===== src/rtl/progmem_arbiter.sv =====
// ---------------------------------------------------------------------------
// progmem_arbiter
//
// Shares one read-only program-memory port between two bus masters using the
// PicoRV32 valid/ready/addr/rdata handshake: m0 (CPU fetch/load) and m1
// (debug/loader). Round-robin arbitration with one outstanding read at a time.
//
// The memory returns a registered, level-style ready (a registered copy of
// its valid && hit). This block turns that into a single-cycle ready pulse
// for the master that owns the transaction. Every output is registered.
//
// FSM: IDLE -> WAIT -> DONE -> IDLE
//   IDLE : grant a requester, launch s_valid/s_addr
//   WAIT : wait for s_ready (and, in the timeout build, abort after TIMEOUT)
//   DONE : ready pulse visible to the owner; stale s_ready is ignored here
//
// Build option:
//   PROGMEM_ARB_TIMEOUT_EN  - when defined, a WAIT-cycle counter aborts a read
//                             that has not completed after TIMEOUT cycles and
//                             returns ERR_WORD with m_err. When undefined there
//                             is no counter, m_err stays 0 and WAIT can hang.
//
// Parameters:
//   ADDR_W    address width
//   DATA_W    data width
//   TIMEOUT   WAIT cycles before abort (timeout build only), must be >= 2
//   ERR_WORD  rdata returned on abort (EBREAK)
//
// Ports:
//   clk, rst                  clock, synchronous active-high reset
//   m0_valid/m0_addr          m0 request (held until m0_ready)
//   m0_ready/m0_rdata         m0 one-cycle completion pulse and read data
//   m1_*                      same as m0, for m1
//   s_valid/s_addr            registered request towards progmem
//   s_ready/s_rdata           progmem completion and data
//   m_err                     pulses together with mN_ready on an aborted read
//   busy                      1 in any state except IDLE
// ---------------------------------------------------------------------------
module progmem_arbiter #(
  parameter int                ADDR_W   = 32,
  parameter int                DATA_W   = 32,
  parameter int                TIMEOUT  = 15,
  parameter logic [DATA_W-1:0] ERR_WORD = 32'h0010_0073
) (
  input  logic              clk,
  input  logic              rst,
  input  logic              m0_valid,
  input  logic [ADDR_W-1:0] m0_addr,
  output logic              m0_ready,
  output logic [DATA_W-1:0] m0_rdata,
  input  logic              m1_valid,
  input  logic [ADDR_W-1:0] m1_addr,
  output logic              m1_ready,
  output logic [DATA_W-1:0] m1_rdata,
  output logic              s_valid,
  output logic [ADDR_W-1:0] s_addr,
  input  logic              s_ready,
  input  logic [DATA_W-1:0] s_rdata,
  output logic              m_err,
  output logic              busy
);

  localparam logic [1:0] ST_IDLE = 2'd0;
  localparam logic [1:0] ST_WAIT = 2'd1;
  localparam logic [1:0] ST_DONE = 2'd2;

  // Elaboration-time sanity check on the abort threshold.
  if (TIMEOUT < 2) begin : g_timeout_check
    $error("progmem_arbiter: TIMEOUT must be >= 2");
  end

  // Registered state.
  logic [1:0]        state_q,    state_d;
  logic              s_valid_q,  s_valid_d;
  logic [ADDR_W-1:0] s_addr_q,   s_addr_d;
  logic              owner_q,    owner_d;   // 0 = m0, 1 = m1
  logic              last_q,     last_d;    // last granted master
  logic              m0_ready_q, m0_ready_d;
  logic              m1_ready_q, m1_ready_d;
  logic [DATA_W-1:0] m0_rdata_q, m0_rdata_d;
  logic [DATA_W-1:0] m1_rdata_q, m1_rdata_d;
  logic              m_err_q,    m_err_d;
  logic              busy_q,     busy_d;

  // Combinational helpers.
  logic              timeout_hit_s;
  logic              winner_s;
  logic              finish_s;
  logic              fin_err_s;
  logic [DATA_W-1:0] fin_data_s;

`ifdef PROGMEM_ARB_TIMEOUT_EN
  localparam int CTR_W = $clog2(TIMEOUT + 1);

  logic [CTR_W-1:0] ctr_q, ctr_d;

  // The counter is zero outside WAIT, so it is already clear on entry and
  // counts the WAIT cycles elapsed since s_valid went out.
  always_comb begin
    if (state_q == ST_WAIT) begin
      ctr_d = ctr_q + CTR_W'(1);
    end else begin
      ctr_d = '0;
    end
  end

  // Counter register.
  always_ff @(posedge clk) begin
    if (rst) begin
      ctr_q <= '0;
    end else begin
      ctr_q <= ctr_d;
    end
  end

  assign timeout_hit_s = (state_q == ST_WAIT) && (ctr_q == CTR_W'(TIMEOUT));
`else
  assign timeout_hit_s = 1'b0;
`endif

  // Next-state and output logic of the arbitration FSM.
  always_comb begin
    state_d    = state_q;
    s_valid_d  = s_valid_q;
    s_addr_d   = s_addr_q;
    owner_d    = owner_q;
    last_d     = last_q;
    m0_ready_d = m0_ready_q;
    m1_ready_d = m1_ready_q;
    m0_rdata_d = m0_rdata_q;
    m1_rdata_d = m1_rdata_q;
    m_err_d    = m_err_q;
    winner_s   = 1'b0;
    finish_s   = 1'b0;
    fin_err_s  = 1'b0;
    fin_data_s = '0;

    case (state_q)
      ST_IDLE: begin
        if (m0_valid || m1_valid) begin
          // A tie goes to the master that was not granted last time.
          if (m0_valid && m1_valid) begin
            winner_s = ~last_q;
          end else begin
            winner_s = m1_valid;
          end
          s_valid_d = 1'b1;
          s_addr_d  = winner_s ? m1_addr : m0_addr;
          owner_d   = winner_s;
          last_d    = winner_s;
          state_d   = ST_WAIT;
        end else begin
          state_d = ST_IDLE;
        end
      end

      ST_WAIT: begin
        // A real completion beats an abort that lands in the same cycle.
        if (s_ready) begin
          finish_s   = 1'b1;
          fin_data_s = s_rdata;
          fin_err_s  = 1'b0;
        end else if (timeout_hit_s) begin
          finish_s   = 1'b1;
          fin_data_s = ERR_WORD;
          fin_err_s  = 1'b1;
        end else begin
          finish_s   = 1'b0;
        end

        if (finish_s) begin
          if (owner_q) begin
            m1_rdata_d = fin_data_s;
            m1_ready_d = 1'b1;
          end else begin
            m0_rdata_d = fin_data_s;
            m0_ready_d = 1'b1;
          end
          m_err_d   = fin_err_s;
          s_valid_d = 1'b0;
          state_d   = ST_DONE;
        end else begin
          state_d = ST_WAIT;
        end
      end

      ST_DONE: begin
        // s_ready may still be high for one cycle here; it is not looked at.
        m0_ready_d = 1'b0;
        m1_ready_d = 1'b0;
        m_err_d    = 1'b0;
        state_d    = ST_IDLE;
      end

      default: begin
        s_valid_d  = 1'b0;
        m0_ready_d = 1'b0;
        m1_ready_d = 1'b0;
        m_err_d    = 1'b0;
        state_d    = ST_IDLE;
      end
    endcase

    busy_d = (state_d != ST_IDLE);
  end

  // State and output registers.
  always_ff @(posedge clk) begin
    if (rst) begin
      state_q    <= ST_IDLE;
      s_valid_q  <= 1'b0;
      s_addr_q   <= '0;
      owner_q    <= 1'b0;
      last_q     <= 1'b1;
      m0_ready_q <= 1'b0;
      m1_ready_q <= 1'b0;
      m0_rdata_q <= '0;
      m1_rdata_q <= '0;
      m_err_q    <= 1'b0;
      busy_q     <= 1'b0;
    end else begin
      state_q    <= state_d;
      s_valid_q  <= s_valid_d;
      s_addr_q   <= s_addr_d;
      owner_q    <= owner_d;
      last_q     <= last_d;
      m0_ready_q <= m0_ready_d;
      m1_ready_q <= m1_ready_d;
      m0_rdata_q <= m0_rdata_d;
      m1_rdata_q <= m1_rdata_d;
      m_err_q    <= m_err_d;
      busy_q     <= busy_d;
    end
  end

  assign s_valid  = s_valid_q;
  assign s_addr   = s_addr_q;
  assign m0_ready = m0_ready_q;
  assign m1_ready = m1_ready_q;
  assign m0_rdata = m0_rdata_q;
  assign m1_rdata = m1_rdata_q;
  assign m_err    = m_err_q;
  assign busy     = busy_q;

endmodule

===== config.mk =====
export PLATFORM = sky130hd
export DESIGN_NAME = progmem_arbiter
export DESIGN_NICKNAME = d
export VERILOG_FILES = /design/src/rtl/progmem_arbiter.sv
export SDC_FILE = /design/constraint.sdc
export NUM_CORES = 1
export LEC_CHECK = 0
export ABC_AREA = 1
export CAP_MARGIN = 20
export CORE_MARGIN = 8
export CORE_UTILIZATION = 25
export DETAILED_ROUTE_END_ITERATION = 12
export MAX_ROUTING_LAYER = met4
export PLACE_DENSITY_LB_ADDON = 0.3
export SETUP_SLACK_MARGIN = 0.5
export SYNTH_ARGS = -nofsm -noshare
export SYNTH_HDL_FRONTEND = slang
export SYNTH_SLANG_ARGS = --single-unit

===== constraint.sdc =====
create_clock -name clk -period 1.35 [get_ports clk]
set_clock_uncertainty 0.2 [all_clocks]
set_input_delay 0.27 -clock clk [delete_from_list [all_inputs] [get_ports clk]]
set_output_delay 0.27 -clock clk [all_outputs]
set_load 0.01 [all_outputs]

### Word-level counts from Yosys, hierarchy flattened

Index checks and enable logic that the tools add are counted.
W data, S select, Z words.

| word-level totals | value |
|---|---|
| output and inout bits | 101 |
| memory bits (writable) | 0 |
| bits of input ports | 101 |
| memories | 0 |
| register bits | 105 |
| word-level logic and storage cells | 52 |
| bits in latches | 0 |
| ROM bits | 0 |

| operators by class | value |
|---|---|
| mux-type cells | 20 |
| bitwise gates (word level) | 4 |
| shift operators | 0 |
| reduce and logical (&&, ||, !) cells | 11 |
| $mul | 0 |
| equality and inequality tests | 6 |
| add/sub/neg operators | 0 |
| divide/modulo/power cells | 0 |
| magnitude comparators | 0 |

Operators with widths:

| operator | number |
|---|---|
| $mux W32 | 2 |
| $reduce_and A3 Y1 | 5 |
| $mux W1 | 12 |
| $ne A2 B2 Y1 const B | 4 |
| $pmux W1 S2 | 3 |
| $not A1 Y1 | 4 |
| $pmux W2 S2 | 1 |
| $reduce_and A2 Y1 | 2 |
| $pmux W1 S3 | 1 |
| $eq A2 B1 Y1 const B | 1 |
| $eq A2 B2 Y1 const B | 1 |
| $logic_not A2 Y1 | 1 |
| $mux W2 | 1 |
| $reduce_bool A2 Y1 | 1 |
| $logic_and A1 B1 Y1 | 1 |
| $logic_or A1 B1 Y1 | 1 |

### Longest topological paths before layout

| logic depth | value |
|---|---|
| depth in word-level cells | 5 |
| mapped depth | 8 |
| depth with buffers taken out | 6 |

### Least setup slack after synthesis

No wires, ideal clock.

| timing | value |
|---|---|
| path kind | register -> register |
| start | register last_q |
| end | register s_addr_q[11], in the netlist s_addr[11] |
| clock period less this slack | 1335 ps |
| cell stages (with the launch flop) | 7 |
| arrival | 1020 ps |
| library setup time | 116 ps |
| buffers on the path | 1 |
| required time | 1034 ps |
| slack | 15 ps |
| cells stage by stage | dfxtp_1 nand2_1 nand2_1 clkbuf_1 nor2_1 nor2_1 nor2_1 |

| between the ends | value |
|---|---|
| cells in the longest elaborated chain, start to end | 5 |

RTL lines:

| what | RTL line | text |
|---|---|---|
| from (decl) | 77 | `logic last_q, last_d;` |
| from (signal assigned) | 226 | `last_q <= last_d;` |
| $not A1 Y1 | 143 | `winner_s = ~last_q;` |
| $mux W1 | 142 | `if (m0_valid && m1_valid) begin` |
| $mux W1 | 140 | `if (m0_valid \|\| m1_valid) begin` |
| $mux W1 | 138 | `case (state_q)` |
| $mux W32 | 148 | `s_addr_d = winner_s ? m1_addr : m0_addr;` |
| to (signal assigned) | 224 | `s_addr_q <= s_addr_d;` |
| to (decl) | 75 | `logic [ADDR_W-1:0] s_addr_q, s_addr_d;` |

Every way passes these cells. The select of a mux whose other input is x is not followed.
A chain may end at the register's enable or synchronous reset.

### Final worst setup path

| timing | value |
|---|---|
| start | register state_q[1] |
| end | register s_addr_q[17], in the netlist s_addr[17] |

| between the ends | value |
|---|---|
| cells in the longest elaborated chain, start to end | 2 |

RTL lines:

| what | RTL line | text |
|---|---|---|
| from (decl) | 73 | `logic [1:0] state_q, state_d;` |
| from (signal assigned) | 222 | `state_q <= state_d;` |
| $logic_not A2 Y1 | 138 |  |
| $reduce_and A2 Y1 (no line) | -- |  |

Every way passes these cells.

==> results.sh <==
export IMPL_synth_simple_area_share_pct=28.9
export IMPL_core_region_area_um2=16400
export IMPL_multi_input_area_um2=1950
export IMPL_start_util_pct=25.3
export IMPL_grt_pass1_wl_um=23300
export IMPL_fill_cells=1606
export IMPL_fin_cells=1052
export IMPL_syn_to_final_growth_pct=86.0
export IMPL_holdPathStages=3
export IMPL_die_w_um=145
export IMPL_period_share_pct=108
export IMPL_synth_mux_area_share_pct=0
export IMPL_worstSkewPairLatency_ns=0.34
export IMPL_drtIter0Drc=129
export IMPL_gp_congestion=0.755
export IMPL_std_cell_rows=47
export IMPL_crit_required_ns=1.43
export IMPL_ctsRootBufferMaster="clkbuf_16"
export IMPL_synth_cell_types=20
export IMPL_tns_ns=-6.54
export IMPL_drc=0
export IMPL_p_per_area_nw_per_um2=1040
export IMPL_r2r_start="state_q[1]"
export IMPL_hold_violations=0
export IMPL_r2r_end="s_addr[17]"
export IMPL_dieArea_um2=21000
export IMPL_grt_usage_pct=14.0
export IMPL_r2r_cells=8
export IMPL_setup_viol=101
export IMPL_drive_gt1_share_pct=42.0
export IMPL_via_count=4489
export IMPL_grt_pass1_vias=4321
export IMPL_end_kind="flop"
export IMPL_outcome="finished, violations left"
export IMPL_final_seq_area_um2=2210
export IMPL_synth_seq_cells=104
export IMPL_clk_pin_slew_worst_paths_ns=0.07
export IMPL_grt_ovfl_total=0
export IMPL_syn_inst=597
export IMPL_synthXorXnorAreaFrac_pct=0
export IMPL_yosysSeqAreaShare_pct=50.1
export IMPL_fmax_mhz=684
export IMPL_synthAdderAreaFrac_pct=0
export IMPL_grt_max_degree=45
export IMPL_hold_end="owner_q"
export IMPL_synth_compound_area_share_pct=12.5
export IMPL_syn_cell_area_um2=4160
export IMPL_setup_slack_ns=-0.113
export IMPL_numCtsBuffers=9
export IMPL_place_area_um2=6580
export IMPL_detailed_place_hpwl_um=10300
export IMPL_synth_warnings=0
export IMPL_dp_cells=1006
export IMPL_p_leak_nw=3.57
export IMPL_wirelength_um=15300
export IMPL_final_cell_mix="203 x nor2_1, 106 x buf_6, 102 x dfxtp_2, 98 x clkdlybuf4s50_1, 69 x nand2_1"
export IMPL_ctsHoldBuffers=0
export IMPL_slew_violations=0
export IMPL_drv_cap=0
export IMPL_worstSetupStartpointType="flop"
export IMPL_r2r_slack_ns=-0.11
export IMPL_htreeDepth=3
export IMPL_wl_per_cell_um=14.5
export IMPL_numPortBuffers=200
export IMPL_num_io_pins=202
export IMPL_synth_top_family_by_area="simple AND/OR/NAND/NOR gates"
export IMPL_viasPerCell=4.27
export IMPL_antenna_found_initial=1
export IMPL_nNetsFinal=927
export IMPL_finalCriticalPeriod_ns=1.46
export IMPL_min_from="m1_valid"
export IMPL_cts_sinks=104
export IMPL_drtPass1Iterations=4
export IMPL_cp_max_fo=5
export IMPL_failed_checks="negative setup slack"
export IMPL_rsz0062_at_grt="true"
export IMPL_syn_area_per_cell_um2=6.96
export IMPL_ir_worst_vdd_v=0.000543
export IMPL_final_area_um2=7730
export IMPL_postRouteAntennaNets=0
export IMPL_synth_nets=698
export IMPL_hp_class="input port to flop"
export IMPL_die_h_um=145
export IMPL_cts_tree="yes"
export IMPL_cts_buffer_depth=2
export IMPL_final_common_cell="nor2_1"
export IMPL_final_util_pct=47.1
export IMPL_crit_arrival_ns=1.54
export IMPL_crit_type="flop to flop"
[report_power, final]
| part | switching [mW] | internal [mW] |
|---|---|---|
| Combinational | 0.887 | 1.20 |
| Sequential | 0.161 | 3.33 |
| Clock | 1.17 | 1.30 |
| Total | 2.21 | 5.83 |
[synth_stat cells, drive strengths merged]
library cell  instances  area [um2]
nor2                232         888
dfxtp               104        2080
o21ai                97         485
nand2                77         289
inv                  39         146
buf                  26         159
clkbuf               11        42.5
a21oi                 5        28.8
nand3                 4        25.0
a31oi                 1        6.26
conb                  1        3.75
[worst max path at each step]
stage / startpoint / endpoint / slack [ns] / cells after the start
2_1_floorplan: state_q[1] / s_addr[11] / 0.02 / 8
3_3_place_gp: s_ready / m1_rdata[4] / -0.44 / 7
3_5_place_dp: s_ready / m1_rdata[25] / -0.45 / 6
4_1_cts: state_q[1] / s_addr[24] / -0.08 / 7
5_1_grt: state_q[0] / s_addr[18] / -0.20 / 8
6_report: state_q[1] / s_addr[17] / -0.11 / 8
[through the flow]
stage | hold WS, ns | setup WS, ns | total power, mW
2_1_floorplan | 0.205 | 0.0225 | 4.14
3_3_place_gp | 0.261 | -0.437 | 5.10
3_5_place_dp | 0.266 | -0.448 | 5.10
4_1_cts | 0.213 | -0.0793 | 7.83
5_1_grt | 0.232 | -0.199 | 8.48
6_report | 0.241 | -0.113 | 8.04
[flip-flops by register name (all words and copies together), names as in the netlist]
register,cells
owner_q,1
busy,1
last_q,1
m1_rdata,32
m1_ready,1
s_addr,32
s_valid,1
state_q,2
m0_rdata,32
m0_ready,1
[per-layer routing]
layer	part of all wire [%]	GRT usage [%]
met5	0	-
met4	2.2	5.63
met3	6.1	4.10
met2	48	22.4
met1	43	16.1
[cell type report]
cell class	count	share of cell area, %
Timing Repair Buffer	255	36.9
Sequential cell	104	28.6
Multi-Input combinational cell	417	25.3
Tap cell	220	3.56
Clock buffer	11	3.14
Inverter	39	2.02
Clock inverter	5	0.421
Antenna cell	1	0.0324
[repair_timing]
action | 4_1_cts | 5_1_grt
cloned | 2 | 6
setup buffers | 4 | 17
pin swaps | 1 | 18
endpoints found under the setup margin | 204 | 204
resized for setup | 621 | 104
[kinds of logic (layout without fill, tap and decap cells)]
kind of cell / after synthesis / in the layout
AOI/OAI and AO/OA: 103 / 103
buffers and inverters: 76 / 310
DFF: 104 / 104
other: 1 / 2
and+or+nand+nor: 313 / 313
[critical path: stages (launching register included)]
cell and delay, ns:
dfxtp_2 0.32, inv_2 0.09, nand2_2 0.07, nor2_4 0.14
buf_6 0.16, buf_12 0.13, clkbuf_16 0.15, o21ai_2 0.05
nor2_1 0.10
No activity file was read; power rests on OpenSTA's default activity.
